<file path="config.mk">
export PLATFORM = sky130hd
export DESIGN_NAME = imem_fetch_ctrl
export DESIGN_NICKNAME = d
export VERILOG_FILES = /design/src/rtl/imem_fetch_ctrl_pkg.sv /design/src/rtl/imem_fetch_ctrl_fifo.sv /design/src/rtl/imem_fetch_ctrl.sv
export SDC_FILE = /design/constraint.sdc
export NUM_CORES = 1
export LEC_CHECK = 0
export CAP_MARGIN = 20
export CORE_MARGIN = 4
export CORE_UTILIZATION = 45
export CTS_CLUSTER_DIAMETER = 150
export DETAILED_ROUTE_END_ITERATION = 10
export GPL_TIMING_DRIVEN = 0
export PLACE_DENSITY = 0.74
export SLEW_MARGIN = 15
export SYNTH_ARGS = -nofsm -noshare
export SYNTH_HDL_FRONTEND = slang
export SYNTH_SLANG_ARGS = --single-unit
</file>
<file path="constraint.sdc">
create_clock -name clk -period 7.5 [get_ports clk]
set_clock_uncertainty 0.1 [all_clocks]
set_input_delay 1.5 -clock clk [delete_from_list [all_inputs] [get_ports clk]]
set_output_delay 1.5 -clock clk [all_outputs]
set_load 0.05 [all_outputs]
</file>
<file path="src/rtl/imem_fetch_ctrl_pkg.sv">
// Shared parameters, state encoding and small helpers for the instruction fetch controller.
// The FC_* names mirror the encodings the rest of the CPU uses for the fetch state.
package imem_fetch_ctrl_pkg;

    localparam int FC_ADDR_W     = 8;
    localparam int FC_DATA_W     = 8;
    localparam int FC_MEM_DEPTH  = 32;
    localparam int FC_FIFO_DEPTH = 2;

    typedef enum logic [1:0] {
        FC_IDLE  = 2'd0,
        FC_FETCH = 2'd1,
        FC_DRAIN = 2'd2,
        FC_DONE  = 2'd3
    } fc_state_t;

    function automatic logic fc_is_busy(input fc_state_t s);
        return (s == FC_FETCH) || (s == FC_DRAIN);
    endfunction

endpackage

</file>
<file path="src/rtl/imem_fetch_ctrl_fifo.sv">
// Synchronous prefetch FIFO with flush; a push into a full FIFO is accepted when a pop
// happens in the same cycle. Read data is forced to zero whenever the FIFO is empty.
module fetch_fifo #(
    parameter int WIDTH = 16,
    parameter int DEPTH = 2,
    parameter int CNT_W = $clog2(DEPTH + 1)
) (
    input  logic             clk,
    input  logic             rst_n,
    input  logic             push,
    input  logic [WIDTH-1:0] wr_data,
    input  logic             pop,
    input  logic             flush,
    output logic [WIDTH-1:0] rd_data,
    output logic [CNT_W-1:0] count,
    output logic             empty,
    output logic             full
);

    localparam int PTR_W = (DEPTH > 1) ? $clog2(DEPTH) : 1;

    logic [WIDTH-1:0] mem [DEPTH];
    logic [PTR_W-1:0] wr_ptr;
    logic [PTR_W-1:0] rd_ptr;
    logic             push_ok;
    logic             pop_ok;

    assign empty   = (count == '0);
    assign full    = (count == CNT_W'(DEPTH));
    assign pop_ok  = pop && !empty;
    assign push_ok = push && (!full || pop_ok);
    assign rd_data = empty ? '0 : mem[rd_ptr];

    // Pointers wrap naturally because DEPTH is a power of two.
    always_ff @(posedge clk or negedge rst_n) begin
        if (!rst_n) begin
            wr_ptr <= '0;
            rd_ptr <= '0;
            count  <= '0;
        end else if (flush) begin
            wr_ptr <= '0;
            rd_ptr <= '0;
            count  <= '0;
        end else begin
            if (push_ok) begin
                wr_ptr <= wr_ptr + PTR_W'(1);
            end
            if (pop_ok) begin
                rd_ptr <= rd_ptr + PTR_W'(1);
            end
            case ({push_ok, pop_ok})
                2'b10:   count <= count + CNT_W'(1);
                2'b01:   count <= count - CNT_W'(1);
                default: count <= count;
            endcase
        end
    end

    always_ff @(posedge clk) begin
        if (push_ok && !flush) begin
            mem[wr_ptr] <= wr_data;
        end
    end

endmodule

</file>
<file path="src/rtl/imem_fetch_ctrl.sv">
// Fetch sequencer for the combinational instruction ROM: owns the PC, prefetches
// {pc, instruction} pairs into a small FIFO and hands them to the decoder.
module imem_fetch_ctrl
    import imem_fetch_ctrl_pkg::*;
#(
    parameter int ADDR_W     = FC_ADDR_W,
    parameter int DATA_W     = FC_DATA_W,
    parameter int MEM_DEPTH  = FC_MEM_DEPTH,
    parameter int FIFO_DEPTH = FC_FIFO_DEPTH
) (
    input  logic              clk,
    input  logic              rst_n,
    input  logic              start,
    input  logic [ADDR_W-1:0] start_pc,
    input  logic              halt,
    output logic [ADDR_W-1:0] Read_Address,
    input  logic [DATA_W-1:0] instruction,
    output logic [DATA_W-1:0] inst_out,
    output logic [ADDR_W-1:0] inst_pc,
    output logic              inst_valid,
    input  logic              inst_ready,
    input  logic              redirect,
    input  logic [ADDR_W-1:0] redirect_pc,
    output logic              busy,
    output logic              done
);

    localparam int                CNT_W   = $clog2(FIFO_DEPTH + 1);
    localparam int                ENTRY_W = ADDR_W + DATA_W;
    localparam logic [ADDR_W:0]   MEM_END = (ADDR_W + 1)'(MEM_DEPTH);

    fc_state_t           state;
    fc_state_t           state_next;
    logic [ADDR_W-1:0]   pc;
    logic [ADDR_W-1:0]   pc_next;
    logic                push;
    logic                flush;
    logic                pop;
    logic                pc_in_range;
    logic                redirect_in_range;
    logic [ENTRY_W-1:0]  fifo_rd_data;
    logic [CNT_W-1:0]    fifo_count;
    logic                fifo_empty;
    logic                fifo_full;

    assign pop               = inst_valid && inst_ready;
    assign pc_in_range       = ({1'b0, pc} < MEM_END);
    assign redirect_in_range = ({1'b0, redirect_pc} < MEM_END);

    always_ff @(posedge clk or negedge rst_n) begin
        if (!rst_n) begin
            state <= FC_IDLE;
            pc    <= '0;
        end else begin
            state <= state_next;
            pc    <= pc_next;
        end
    end

    // Redirect outranks both push and start; a redirect that lands outside program
    // memory, or coincides with halt, parks in DRAIN so the FIFO can settle to DONE.
    always_comb begin
        state_next = state;
        pc_next    = pc;
        push       = 1'b0;
        flush      = 1'b0;

        case (state)
            FC_IDLE: begin
                if (start) begin
                    state_next = FC_FETCH;
                    pc_next    = start_pc;
                end
            end

            FC_FETCH: begin
                if (redirect) begin
                    flush   = 1'b1;
                    pc_next = redirect_pc;
                    if (halt || !redirect_in_range) begin
                        state_next = FC_DRAIN;
                    end
                end else if (halt || !pc_in_range) begin
                    state_next = FC_DRAIN;
                end else if (!fifo_full || pop) begin
                    push    = 1'b1;
                    pc_next = pc + ADDR_W'(1);
                end
            end

            FC_DRAIN: begin
                if (redirect) begin
                    flush   = 1'b1;
                    pc_next = redirect_pc;
                    if (redirect_in_range && !halt) begin
                        state_next = FC_FETCH;
                    end
                end else if (fifo_empty) begin
                    state_next = FC_DONE;
                end
            end

            FC_DONE: begin
                if (redirect) begin
                    flush      = 1'b1;
                    pc_next    = redirect_pc;
                    state_next = (redirect_in_range && !halt) ? FC_FETCH : FC_DRAIN;
                end else if (start) begin
                    state_next = FC_FETCH;
                    pc_next    = start_pc;
                end
            end

            default: begin
                state_next = FC_IDLE;
            end
        endcase
    end

    fetch_fifo #(
        .WIDTH (ENTRY_W),
        .DEPTH (FIFO_DEPTH),
        .CNT_W (CNT_W)
    ) u_fifo (
        .clk     (clk),
        .rst_n   (rst_n),
        .push    (push),
        .wr_data ({pc, instruction}),
        .pop     (pop),
        .flush   (flush),
        .rd_data (fifo_rd_data),
        .count   (fifo_count),
        .empty   (fifo_empty),
        .full    (fifo_full)
    );

    assign Read_Address = pc;
    assign inst_valid   = !fifo_empty;
    assign inst_out     = fifo_rd_data[DATA_W-1:0];
    assign inst_pc      = fifo_rd_data[ENTRY_W-1:DATA_W];
    assign busy         = fc_is_busy(state);
    assign done         = (state == FC_DONE);

endmodule

</file>
==> out/results.txt <==
NetSw -> 410 uW
hold path start -> state[1]$_DFFE_PN0P_
min cycle time layout -> 4.20 ns
Tcrit/Tclk final -> 0.560
largest family of logic cells by synthesized area -> compound AO/OA/AOI/OAI gates
first-pass GRT wire length -> 8.26 mm
Pleak -> 0.00109 uW
fmax -> 238 MHz
clock share of power -> 0.177
Tightest Pin Transition -> 0.871 ns
crit path max fanout -> 10
Critical Path RT -> 5.90 ns
Iter 0 DRT Violations -> 81
synthesized area -> 0.00230 mm^2
IO Count -> 57
critical path type -> flip-flop to output port
setup slack, reg-to-reg -> 4.80 ns
via density per instance -> 5.37
post-synth cell types -> 42
Simple-Gate Fraction of Synth Area -> 0.130
Worst VDD drop -> 0.000270 V
critical path arrival -> 2.60 ns
internal power -> 597 uW
Die Y -> 79.5 um
Seq pwr share -> 0.369
CTS clk-pin slew, worst paths -> 0.08 ns
cell count after synthesis -> 195
FILL cells -> 398
n_diodes -> 0
Non-Filler Instances -> 325
Slew Viols, Final -> 0
P per Cell Area -> 330 mW/mm^2
post-synthesis sequential area ratio -> 0.571
Worst slew margin -> 0.419
Crit Reg-Reg Startpoint -> state[1]$_DFFE_PN0P_
H-tree Lvls -> 2
post-synthesis xor/xnor area fraction -> 0.0114
syn nets -> 230
synthesized-area fraction occupied by adder cells -> 0.0272
Residual DRC -> 0
Pre-Repair DR Iteration Count -> 4
Comb power frac -> 0.454
post-synthesis compound-gate area fraction -> 0.154
largest net degree at the start of global routing -> 18
Synth warnings -> 0
Setup crit end kind -> output port
setup repair bufs after CTS -> 0
hold depth -> 1
reg2reg path depth -> 5
final hold violation count -> 0
antenna violation net count after detailed routing -> 0
area delta synth->final -> 32.6%
post-synthesis mux area share -> 0.0833
vias in the first global route -> 1695
Final Setup Violations -> 0
die footprint -> 0.00631 mm^2
placed insts -> 317
Power Total -> 1010 uW
RePlAce Congestion -> 0.976
clock root buffer -> clkbuf_8
RSZ-0062 raised after global routing -> false
via count -> 1746
Starting Density -> 0.474
Yosys reg bits -> 46
Routed wire per std cell -> 15.4 um
antenna violations before repair -> 0
worst skew pair latency -> 0.28 ns
DRT Wirelength -> 5.01 mm
CTS tree -> built
Setup TNS Final -> 0 ns
pre-CTS setup slack -> 3.58 ns
DP Wirelength -> 3.64 mm
worst hold path type -> flip-flop to flip-flop
startpoint types -> flip-flop
Resize count post-CTS -> 0
Worst Slack Setup Final -> 3.30 ns
TritonCTS Sinks -> 46
switching share of total power -> 0.407
Final nets -> 292
RR Endpoint -> u_fifo.mem[0][13]$_DFFE_PP_
Die X -> 79.5 um
Endpoint, Worst Hold -> state[1]$_DFFE_PN0P_
all-layer global routing usage -> 0.167
TritonCTS Buffers -> 5
Post-Syn Area per Cell -> 11.8 um^2
outcome -> finished clean
clk buf depth -> 2
layout cells sized above 1 -> 0.0620
grt total ovfl -> 0
port bufs -> 55
Site Rows -> 25
max cap viols -> 0
CTS Hold Bufs -> 0
Core Area -> 0.00485 mm^2
## logic make-up (layout without fill, tap and decap cells)
logic type               Yosys count  after routing
buffers and inverters             14             77
multiplexers                      19             19
adder cells (fa/ha/maj)            5              5
flip-flops                        46             46
AND/OR/NAND/NOR                   64             64
XOR/XNOR                           3              3
AO/OA/AOI/OAI                     44             44
## Yosys cell counts
| cell type | instances | area [um^2] |
|---|---|---|
| buf_2 | 2 | 10.0 |
| mux2_2 | 1 | 11.3 |
| dfrtp_1 | 14 | 350 |
| o21ai_0 | 8 | 40.0 |
| a32oi_1 | 2 | 17.5 |
| nor2b_1 | 5 | 31.3 |
| a21oi_1 | 3 | 15.0 |
| a31oi_1 | 2 | 12.5 |
| mux2i_1 | 18 | 180 |
| a2111oi_4 | 1 | 27.5 |
| or3b_1 | 1 | 8.76 |
| nor2_2 | 1 | 6.26 |
| o31ai_1 | 2 | 15.0 |
| nand3_1 | 4 | 20.0 |
| a221oi_1 | 1 | 8.76 |
| a21oi_2 | 1 | 8.76 |
| nor3b_1 | 1 | 7.51 |
| inv_1 | 8 | 30.0 |
| a32o_1 | 1 | 10.0 |
| o21ai_1 | 2 | 10.0 |
| xnor2_1 | 1 | 8.76 |
| a222oi_1 | 1 | 10.0 |
| ha_1 | 5 | 62.6 |
| and3_1 | 2 | 12.5 |
| a22o_1 | 8 | 70.1 |
| or4_4 | 1 | 11.3 |
| clkbuf_1 | 4 | 15.0 |
| o311a_1 | 1 | 10.0 |
| edfxtp_1 | 32 | 961 |
| xor2_1 | 2 | 17.5 |
| nor2_1 | 35 | 131 |
| or4_1 | 1 | 7.51 |
| nor4_1 | 2 | 12.5 |
| nand2b_1 | 2 | 12.5 |
| a311o_1 | 1 | 10.0 |
| o22ai_1 | 1 | 6.26 |
| a311oi_1 | 1 | 8.76 |
| nand2_1 | 8 | 30.0 |
| o211ai_1 | 1 | 7.51 |
| a21o_1 | 2 | 15.0 |
| nand4_1 | 1 | 6.26 |
| a221o_1 | 5 | 50.1 |
## cells in the final DEF (no fill, tap or decap), types with 3 or more instances in the layout
master	instances
mux2i_1	18
clkbuf_1	5
nand2_1	8
ha_1	5
a22o_1	8
nor2_1	33
edfxtp_1	32
clkbuf_8	5
nor2_2	3
inv_1	8
clkdlybuf4s50_1	55
o21ai_0	8
a221o_1	5
nor2b_1	5
dfrtp_1	14
a21oi_1	3
nand3_1	4
## through the flow
stage          hold WS (ns)   util  area (um^2)
2_1_floorplan         0.437      -         2300
3_3_place_gp          0.485  0.605         2930
3_5_place_dp          0.491  0.606         2940
4_1_cts               0.508  0.628         3050
5_1_grt               0.542  0.628         3050
6_report              0.512  0.628         3050
## worst max-delay path, cell delays in order, from the launching register on
cell and delay [ns]:
dfrtp_1 0.44, nor2_1 0.61, clkbuf_1 0.43, nor2_1 0.12, clkdlybuf4s50_1 0.72
## routing by layer
layer  track usage  share of wire
met1         0.221           0.43
met2         0.280           0.50
met3        0.0418          0.074
met4        0.0326         0.0024
met5             0              0
## worst max path at each step
stage	start	endpoint	slack, ns	cells after the start
finish	u_fifo.count[0]$_DFFE_PN0P_	inst_pc[1]	3.30	4
global placement	halt	u_fifo.mem[0][7]$_DFFE_PP_	3.29	4
detailed placement	halt	u_fifo.mem[0][6]$_DFFE_PP_	3.58	4
floorplan	halt	u_fifo.mem[0][0]$_DFFE_PP_	4.16	3
global route	u_fifo.count[0]$_DFFE_PN0P_	inst_pc[1]	3.11	4
CTS	u_fifo.count[0]$_DFFE_PN0P_	inst_pc[1]	3.29	4
## power by group through the flow
stage	registers [uW]	clock network [uW]	logic, uW
finish	371	178	457
detailed placement	376	0	457
global route	380	192	495
CTS	371	180	458
global placement	374	0	451
floorplan	422	0	269
## layout make-up
type / count / area [um^2] / area share
Sequential cell: 46 / 1310 / 0.430
Multi-Input combinational cell: 135 / 936 / 0.307
Timing Repair Buffer: 55 / 551 / 0.181
Tap cell: 67 / 83.8 / 0.0275
Clock buffer: 6 / 72.6 / 0.0238
Clock inverter: 2 / 37.5 / 0.0123
Inverter: 8 / 30.0 / 0.00986
Buffer: 6 / 25.0 / 0.00821
## sequential cells by signal, summed over array words and instances, names as in the netlist
| register | count |
|---|---|
| u_fifo.rd_ptr | 1 |
| u_fifo.count | 2 |
| u_fifo.wr_ptr | 1 |
| Read_Address | 8 |
| u_fifo.mem | 32 |
| state | 2 |
(Power assumes the default switching activity.)
